### src/rtl/multicycle_sequencer.sv
// Main control FSM for the multi-cycle RV32I core: fetch handshake, instruction
// register, datapath strobes, retired-instruction counter and sticky halt.
module multicycle_sequencer #(
   parameter int unsigned INSTRET_WIDTH  = 32,
   parameter int unsigned TIMEOUT_CYCLES = 255
) (
   input  logic                     clk,
   input  logic                     rst_n,
   output logic                     imem_req,
   input  logic                     imem_ready,
   input  logic [31:0]              imem_rdata,
   output logic [31:0]              ir,
   input  logic                     branch_taken,
   output logic                     dmem_req,
   output logic                     dmem_we,
   input  logic                     dmem_ready,
   output logic                     rf_we,
   output logic                     pc_we,
   output logic [1:0]               pc_sel,
   output logic                     retire,
   output logic [INSTRET_WIDTH-1:0] instret,
   output logic                     halted,
   output logic [1:0]               halt_cause
);

   localparam int unsigned WAIT_W = (TIMEOUT_CYCLES > 0) ? $clog2(TIMEOUT_CYCLES + 1) : 1;
   localparam logic [WAIT_W-1:0] TMO_LIMIT = WAIT_W'(TIMEOUT_CYCLES);

   localparam logic [6:0] OP_LOAD   = 7'b0000011;
   localparam logic [6:0] OP_STORE  = 7'b0100011;
   localparam logic [6:0] OP_BRANCH = 7'b1100011;
   localparam logic [6:0] OP_OP     = 7'b0110011;
   localparam logic [6:0] OP_OPIMM  = 7'b0010011;
   localparam logic [6:0] OP_LUI    = 7'b0110111;
   localparam logic [6:0] OP_AUIPC  = 7'b0010111;
   localparam logic [6:0] OP_JAL    = 7'b1101111;
   localparam logic [6:0] OP_JALR   = 7'b1100111;
   localparam logic [6:0] OP_SYSTEM = 7'b1110011;

   localparam logic [1:0] CAUSE_SYSTEM  = 2'd1;
   localparam logic [1:0] CAUSE_ILLEGAL = 2'd2;
   localparam logic [1:0] CAUSE_TIMEOUT = 2'd3;

   typedef enum logic [2:0] {
      S_FETCH,
      S_DECODE,
      S_EXECUTE,
      S_MEMORY,
      S_WRITEBACK,
      S_HALT
   } state_t;

   state_t                   r_state;
   logic [31:0]              r_ir;
   logic [INSTRET_WIDTH-1:0] r_instret;
   logic                     r_halted;
   logic [1:0]               r_cause;
   logic [WAIT_W-1:0]        r_waitCnt;

   logic [6:0] w_opcode;
   logic       w_isLoad;
   logic       w_isStore;
   logic       w_isBranch;
   logic       w_isJal;
   logic       w_isJalr;
   logic       w_isSystem;
   logic       w_isLegal;
   logic       w_timeout;
   logic       w_branchExec;
   logic       w_storeDone;
   logic       w_retire;

   assign w_opcode   = r_ir[6:0];
   assign w_isLoad   = (w_opcode == OP_LOAD);
   assign w_isStore  = (w_opcode == OP_STORE);
   assign w_isBranch = (w_opcode == OP_BRANCH);
   assign w_isJal    = (w_opcode == OP_JAL);
   assign w_isJalr   = (w_opcode == OP_JALR);
   assign w_isSystem = (w_opcode == OP_SYSTEM);
   assign w_isLegal  = w_isLoad || w_isStore || w_isBranch || w_isJal || w_isJalr ||
                       w_isSystem || (w_opcode == OP_OP) || (w_opcode == OP_OPIMM) ||
                       (w_opcode == OP_LUI) || (w_opcode == OP_AUIPC);

   // TIMEOUT_CYCLES low cycles are tolerated; a further low cycle is the bus error.
   assign w_timeout = (TIMEOUT_CYCLES != 0) && (r_waitCnt == TMO_LIMIT);

   assign w_branchExec = (r_state == S_EXECUTE) && w_isBranch;
   assign w_storeDone  = (r_state == S_MEMORY) && w_isStore && dmem_ready;
   assign w_retire     = w_branchExec || w_storeDone || (r_state == S_WRITEBACK);

   assign imem_req   = rst_n && (r_state == S_FETCH);
   assign dmem_req   = (r_state == S_MEMORY);
   assign dmem_we    = (r_state == S_MEMORY) && w_isStore;
   assign rf_we      = (r_state == S_WRITEBACK) && (r_ir[11:7] != 5'd0);
   assign pc_we      = w_retire;
   assign retire     = w_retire;
   assign ir         = r_ir;
   assign instret    = r_instret;
   assign halted     = r_halted;
   assign halt_cause = r_cause;

   always_comb begin
      pc_sel = 2'd0;
      if (w_branchExec && branch_taken) begin
         pc_sel = 2'd1;
      end else if (r_state == S_WRITEBACK) begin
         if (w_isJal) begin
            pc_sel = 2'd1;
         end else if (w_isJalr) begin
            pc_sel = 2'd2;
         end
      end
   end

   always_ff @(posedge clk or negedge rst_n) begin
      if (!rst_n) begin
         r_state   <= S_FETCH;
         r_ir      <= 32'd0;
         r_instret <= '0;
         r_halted  <= 1'b0;
         r_cause   <= 2'd0;
         r_waitCnt <= '0;
      end else begin
         if (w_retire) begin
            r_instret <= r_instret + INSTRET_WIDTH'(1);
         end
         case (r_state)
            S_FETCH: begin
               if (imem_ready) begin
                  r_ir    <= imem_rdata;
                  r_state <= S_DECODE;
               end else if (w_timeout) begin
                  r_state  <= S_HALT;
                  r_halted <= 1'b1;
                  r_cause  <= CAUSE_TIMEOUT;
               end else begin
                  r_waitCnt <= r_waitCnt + WAIT_W'(1);
               end
            end
            S_DECODE: begin
               if (!w_isLegal) begin
                  r_state  <= S_HALT;
                  r_halted <= 1'b1;
                  r_cause  <= CAUSE_ILLEGAL;
               end else if (w_isSystem) begin
                  r_state  <= S_HALT;
                  r_halted <= 1'b1;
                  r_cause  <= CAUSE_SYSTEM;
               end else begin
                  r_state <= S_EXECUTE;
               end
            end
            S_EXECUTE: begin
               r_waitCnt <= '0;
               if (w_isBranch) begin
                  r_state <= S_FETCH;
               end else if (w_isLoad || w_isStore) begin
                  r_state <= S_MEMORY;
               end else begin
                  r_state <= S_WRITEBACK;
               end
            end
            S_MEMORY: begin
               if (dmem_ready) begin
                  r_waitCnt <= '0;
                  r_state   <= w_isLoad ? S_WRITEBACK : S_FETCH;
               end else if (w_timeout) begin
                  r_state  <= S_HALT;
                  r_halted <= 1'b1;
                  r_cause  <= CAUSE_TIMEOUT;
               end else begin
                  r_waitCnt <= r_waitCnt + WAIT_W'(1);
               end
            end
            S_WRITEBACK: begin
               r_waitCnt <= '0;
               r_state   <= S_FETCH;
            end
            S_HALT: begin
               r_state <= S_HALT;
            end
            default: begin
               r_state <= S_HALT;
            end
         endcase
      end
   end

endmodule

### config.mk
export PLATFORM = sky130hd
export DESIGN_NAME = multicycle_sequencer
export DESIGN_NICKNAME = d
export VERILOG_FILES = /design/src/rtl/multicycle_sequencer.sv
export SDC_FILE = /design/constraint.sdc
export NUM_CORES = 1
export LEC_CHECK = 0
export BUFFER_PORTS_ARGS = -buffer_cell sky130_fd_sc_hd__buf_2
export CAP_MARGIN = 20
export CORE_MARGIN = 8
export CORE_UTILIZATION = 53
export CTS_BUF_LIST = sky130_fd_sc_hd__clkbuf_8
export CTS_CLUSTER_SIZE = 24
export DETAILED_ROUTE_END_ITERATION = 7
export MAX_ROUTING_LAYER = met4
export PLACE_DENSITY = 0.93
export SYNTH_ARGS = -nofsm -noshare
export SYNTH_HDL_FRONTEND = slang
export SYNTH_SLANG_ARGS = --single-unit
### constraint.sdc
create_clock -name clk -period 2.38 [get_ports clk]
set_input_delay 0.357 -clock clk [delete_from_list [all_inputs] [get_ports clk]]
set_output_delay 0.357 -clock clk [all_outputs]
set_load 0.005 [all_outputs]
Yosys cells after proc, flatten, opt, wreduce, memory -nomap -nowiden
Cells that the tools add are included.

Bits in registers: 78. Latch bits: 0. RAM bits: 0. Bits in read-only memories: 0. Input bits: 37. Output and inout port bits: 75. Word-level logic and storage cells: 80. Memories: 0.

$add $sub $neg: 2. $mul: 0. Div/mod/pow operators: 0. Magnitude comparators: 0. Equality and inequality tests: 18. Shift operators: 0. Multiplexer cells: 29. Bitwise gates (word level): 0. Reductions and logical operators: 25.

Operator list (number): adder 32 x 1 -> 32 bit, second input constant (1); == test 7 bit, second input constant (4); two-way mux 3 bit (8); two-way mux 8 bit (3); case mux 8 bit (3 select lines) (1); == test 7 x 6 -> 1 bit, second input constant (3); two-way mux 2 bit (9); case mux 3 bit (5 select lines) (1); == test 7 x 5 -> 1 bit, second input constant (2); logical OR 1 bit (11); adder 8 x 1 -> 8 bit, second input constant (1); == test 8 bit, second input constant (1); == test 7 x 2 -> 1 bit, second input constant (1); == test 3 x 2 -> 1 bit, second input constant (2); logical AND 1 bit (6); case mux 2 bit (3 select lines) (1); nonzero test 3 bit (2); two-way mux 1 bit (5); nonzero test 5 bit (1); inequality test 2 bit, second input constant (2); AND reduction 2 bit (2); AND reduction 4 bit (1); == test 3 x 1 -> 1 bit, second input constant (1); == test 3 bit, second input constant (1); other kinds (4) (4).

Depth between registers and ports, before layout
Word-level depth: 12. Gate-level depth with buffers: 7. Mapped depth without buffers: 6.

Worst setup path after synthesis
Ideal clock, no wire load.

Path type: reg2reg. Start: reg r_ir[6] (netlist: ir[6]). End: reg r_instret[29] (netlist: instret[29]). Library setup time: 0.124 ns. Arrival: 1.694 ns. Required time: 2.256 ns. Path slack: 0.562 ns. Cell stages (with the launch flop): 8. Buffers on the path: 2. Clock period less this slack: 1.818 ns. Cells stage by stage: dfrtp_1 buf_6 nand3b_4 a2111oi_4 o21a_1 buf_2 nand4_1 xnor2_1.

Cells in the longest elaborated chain, start to end: 5. Elaborated cells between the ends (all ways): 7. Classes of those cells: 2 x eq/ne; 5 x reduce/logical.

RTL lines: from (decl) (RTL line 54) `logic [31:0] r_ir;`; from (signal assigned) (RTL line 130) `r_ir <= imem_rdata;`; == test 7 x 6 -> 1 bit (RTL line 75) `assign w_isStore = (w_opcode == OP_STORE);`; logical AND 1 bit (2 in a row) (RTL line 88) `assign w_storeDone = (r_state == S_MEMORY) && w_isStore && dmem_ready;`; logical OR 1 bit * (2 in a row) (RTL line 89) `assign w_retire = w_branchExec || w_storeDone || (r_state == S_WRITEBACK);`; to (signal assigned) (RTL line 125) `r_instret <= r_instret + INSTRET_WIDTH'(1);`; to (decl) (RTL line 55) `logic [INSTRET_WIDTH-1:0] r_instret;`.

Every way passes the cells marked *; elsewhere a longest branch is shown, timed or not. A chain may end at the register's enable or synchronous reset.

Worst setup path after layout
Start: reg r_ir[3] (netlist: ir[3]). End: reg r_instret[19] (netlist: instret[19]).

The elaborated chain is that of the path after synthesis.

==> impl_summary.txt <==
----------------------------------------------------
[STA]
  Max_slew headroom ... about two fifths
  Post-layout worst setup margin ... between 0.1 and 0.15 ns
  Sum of negative setup slack ... 0 ns
  Worst clock skew ... roughly 0.0086 ns
  Final max-slew violation count ... 0
  Total setup violations reported at the end of the flow ... 0
  Maximum clock rate ... 0.439 GHz
  Worst-Margin Slew ... approximately 0.93 ns
  Tmin final ... 2.28 ns
  Final-report hold violation count ... 0
  Part of the cycle the worst path needs ... ~96%

[Clock network]
  Clock tree sinks ... 78
  Clock Pin Slew Worst Setup and Hold Paths ... approximately 0.08 ns
  Number of buffers inserted for hold repair after clock tree synthesis ... 0
  CTS root buffer ... sky130_fd_sc_hd__clkbuf_8
  Insertion delay of the later-clocked pin in the worst-skew pair ... between 0.3 and 0.4 ns
  Maximum clock insertion buffer count ... 2
  Total CTS buffers ... 9
  Clock tree from TritonCTS ... yes
  CTS H-Tree Depth ... 3

[Logic synthesis]
  Compound-Gate Fraction of Synth Area ... 5.88%
  Dominant combinational cell family by area after synthesis ... simple AND/OR/NAND/NOR gates
  Cell count after synthesis ... between 300 and 400
  Adder-cell share of the synthesized area ... less than 1%
  Post-synthesis xor/xnor area fraction ... ~8.7%
  Register area share after synthesis ... between 50% and 60%
  Simple-gate share of the synthesized area ... between 20% and 30%
  Number of warnings reported in the yosys synthesis log ... 0
  Total nets after synthesis ... 368
  Synth unique cells ... 52
  Synthesized area ... between 0.003 and 0.004 mm^2
  Dominant register cell in the synthesized netlist ... sky130_fd_sc_hd__dfrtp_1
  Mux cell area share after synthesis ... approximately a tenth
  Register bit total from synthesis ... slightly below 80
  Share of async-settable or async-resettable flops after synthesis ... 100%
  Mean Syn Cell Area ... between 10 and 15 um^2
  Count of flip-flops with a built-in enable after synthesis ... 0

[Critical path]
  Critical path class ... reg -> reg
  Data required time of the worst path ... between 2 and 3 ns
  Critical-path maximum fanout ... 12
  Endpoint of the worst-slack reg-to-reg timing path ... instret[19]
  Crit. Startpoint ... ir[3]
  Setup slack on the worst flop-to-flop path ... between 0.1 and 0.15 ns
  Reg2Reg Depth ... 6
  Startpoint types ... flop
  Data arrival time of the critical path ... between 2 and 3 ns
  Critical R2R Launch ... ir[3]
  CP Capture Type ... flop

[GRT]
  Global-route wire length before repair ... between 15,000 and 20,000 um
  Global route overflow ... 0
  Overall track demand over capacity in global routing ... between 10% and 20%
  Pin count of the biggest net entering global routing ... just under 80
  Vias in the first global route ... 3,073
  Antenna violations before repair ... 0

[Layout]
  Final non-filler cell area ... ~0.0046 mm^2
  Syn-to-layout area delta ... 23.6%
  Count of non-filler cells in the finished layout ... approximately 550
  Share of layout cells above drive strength 1 ... 39.2%
  Final Net Count ... ~490
  Antenna diode count ... 0

[Outcome]
  Run status ... finished, final reports clean

[Floorplanning]
  Initial cell density of the core ... between 50% and 60%
  DIE WIDTH ... around 100 um
  Number of placement rows ... 30
  I/O pin cnt ... 112
  Chip Height ... between 100 and 150 um
  Die Outline Area ... between 0.01 and 0.015 mm^2
  Core box area ... 0.00683 mm^2

[Route]
  Initial detailed-routing violation count ... ~180
  DRC Markers ... 0
  Number of vias per cell after detailed routing ... around 5.5
  DR pass1 iterations ... 4
  Final Routed Wirelength ... around 9300 um
  Routed via count ... 3,004
  DRT antenna net count ... 0
  Wire length per cell ... 17.0 um

[Placed design]
  DP Worst Slack ... roughly 0.28 ns
  Number of buffer cells added on primary ports ... 111
  Post-Place Cells ... 530
  Global placer's final weighted congestion ... approximately 0.85
  DP Area ... roughly 0.0044 mm^2
  Detail Placement HPWL ... roughly 7000 um

[Pwr]
  Leak Pwr ... between 2 and 2.5 nW
  Worst supply voltage drop on vdd ... roughly 0.38 mV
  Power per cell area ... about 520 mW/mm^2

[Hold path]
  Worst hold-check path type ... in -> reg
  Hold wc startpoint ... imem_rdata[15]
  Endpoint with the worst hold slack ... ir[15]
  Worst hold path depth ... 2

[Job]
  Number of maximum-capacitance violations ... 0

----------------------------------------------------
==> power breakdown <==
group          switching (W)  leakage, nW  internal (W)
registers        0.000000699         1.02       0.00132
logic              0.0000376         1.26     0.0000259
clock network       0.000486        0.107      0.000542
total               0.000525         2.39       0.00189
==> area by class of cell <==
class / count / area [um^2]
clock buffer: 11 / 151
tap: 96 / 120
fill: 510 / 2200
inverter: 5 / 21.3
clock inverter: 5 / 58.8
sequential: 78 / 1950
timing repair buffer: 119 / 618
multi-input combinational: 233 / 1700
==> critical path, stage by stage (launching register included) <==
cell and delay [ns]:
sky130_fd_sc_hd__dfrtp_2 0.45, sky130_fd_sc_hd__nand4bb_4 0.28, sky130_fd_sc_hd__a2111oi_4 0.45, sky130_fd_sc_hd__buf_4 0.19, sky130_fd_sc_hd__o21a_1 0.42, sky130_fd_sc_hd__nand2_1 0.17
sky130_fd_sc_hd__xnor2_1 0.21
==> worst max path at each step <==
stage | cells after the start | endpoint | slack (ns)
floorplan | 7 | instret[29] | 0.56
global route | 6 | instret[21] | -0.003
CTS | 5 | pc_we | 0.02
global placement | 5 | pc_we | 0.37
finish | 6 | instret[19] | 0.10
detailed placement | 5 | pc_we | 0.28
==> cells in the mapped netlist, types with 3 or more instances <==
cell type                  number  area [um^2]
sky130_fd_sc_hd__and2_1         6         37.5
sky130_fd_sc_hd__nand4_1       12         75.1
sky130_fd_sc_hd__xnor2_1       18          158
sky130_fd_sc_hd__nor2_1        25         93.8
sky130_fd_sc_hd__buf_2          5         25.0
sky130_fd_sc_hd__dfrtp_1       78         1950
sky130_fd_sc_hd__mux2_2        30          338
sky130_fd_sc_hd__nand2b_1       5         31.3
sky130_fd_sc_hd__nand2_1       25         93.8
sky130_fd_sc_hd__o21bai_1       3         22.5
sky130_fd_sc_hd__nor3_1        13         65.1
sky130_fd_sc_hd__clkbuf_1       4         15.0
sky130_fd_sc_hd__xor2_1        19          166
sky130_fd_sc_hd__nor2b_1        6         37.5
sky130_fd_sc_hd__and3_1        12         75.1
sky130_fd_sc_hd__inv_1          5         18.8
sky130_fd_sc_hd__nand3_1       18         90.1
==> what timing repair did <==
| action | in CTS | in global routing |
|---|---|---|
| pin swaps | 1 | 1 |
| buffers inserted | 0 | 1 |
| resized for setup | 2 | 3 |
| gates cloned | 0 | 0 |
| endpoints found under the setup margin | 2 | 2 |
==> layout by cell type, fill, tap and decap left out, types with 3 or more instances in the layout <==
cell type and count:
sky130_fd_sc_hd__buf_2 110, sky130_fd_sc_hd__dfrtp_1 76, sky130_fd_sc_hd__mux2_2 30, sky130_fd_sc_hd__nand2_1 25
sky130_fd_sc_hd__nor2_1 25, sky130_fd_sc_hd__xor2_1 19, sky130_fd_sc_hd__nand3_1 18, sky130_fd_sc_hd__xnor2_1 18
sky130_fd_sc_hd__nor3_1 13, sky130_fd_sc_hd__and3_1 12, sky130_fd_sc_hd__nand4_1 12, sky130_fd_sc_hd__clkbuf_8 11
sky130_fd_sc_hd__buf_4 9, sky130_fd_sc_hd__nor2b_1 6, sky130_fd_sc_hd__and2_1 6, sky130_fd_sc_hd__inv_1 5
sky130_fd_sc_hd__nand2b_1 5, sky130_fd_sc_hd__o21bai_1 3
==> metal layers <==
layer	GRT usage, %	routed length, um
met5	-	0
met4	5.58	94
met3	5.05	602
met2	31.8	4740
met1	23.2	3880
==> logic make-up after synthesis <==
group	Yosys count
AOI/OAI and AO/OA	26
xor gates and xnor gates	37
adders and majority gates	2
buffers and inverters	18
DFF	78
muxes	33
and+or+nand+nor	135
==> flip-flops by register name (all words and copies together) (netlist names) <==
name        flops
r_waitCnt       8
halt_cause      2
ir             32
halted          1
instret        32
r_state         3
==> stage by stage <==
step / hold slack (ns) / util, % / total power [W]
after global placement: 0.461 / 64.4 / 0.00142
after CTS: 0.217 / 67.5 / 0.00244
final: 0.227 / 67.7 / 0.00242
after floorplan: 0.0614 / - / 0.00136
after global routing: 0.209 / 67.7 / 0.00250
after detailed placement: 0.469 / 64.4 / 0.00142
Power figures use the tool's default switching activity.
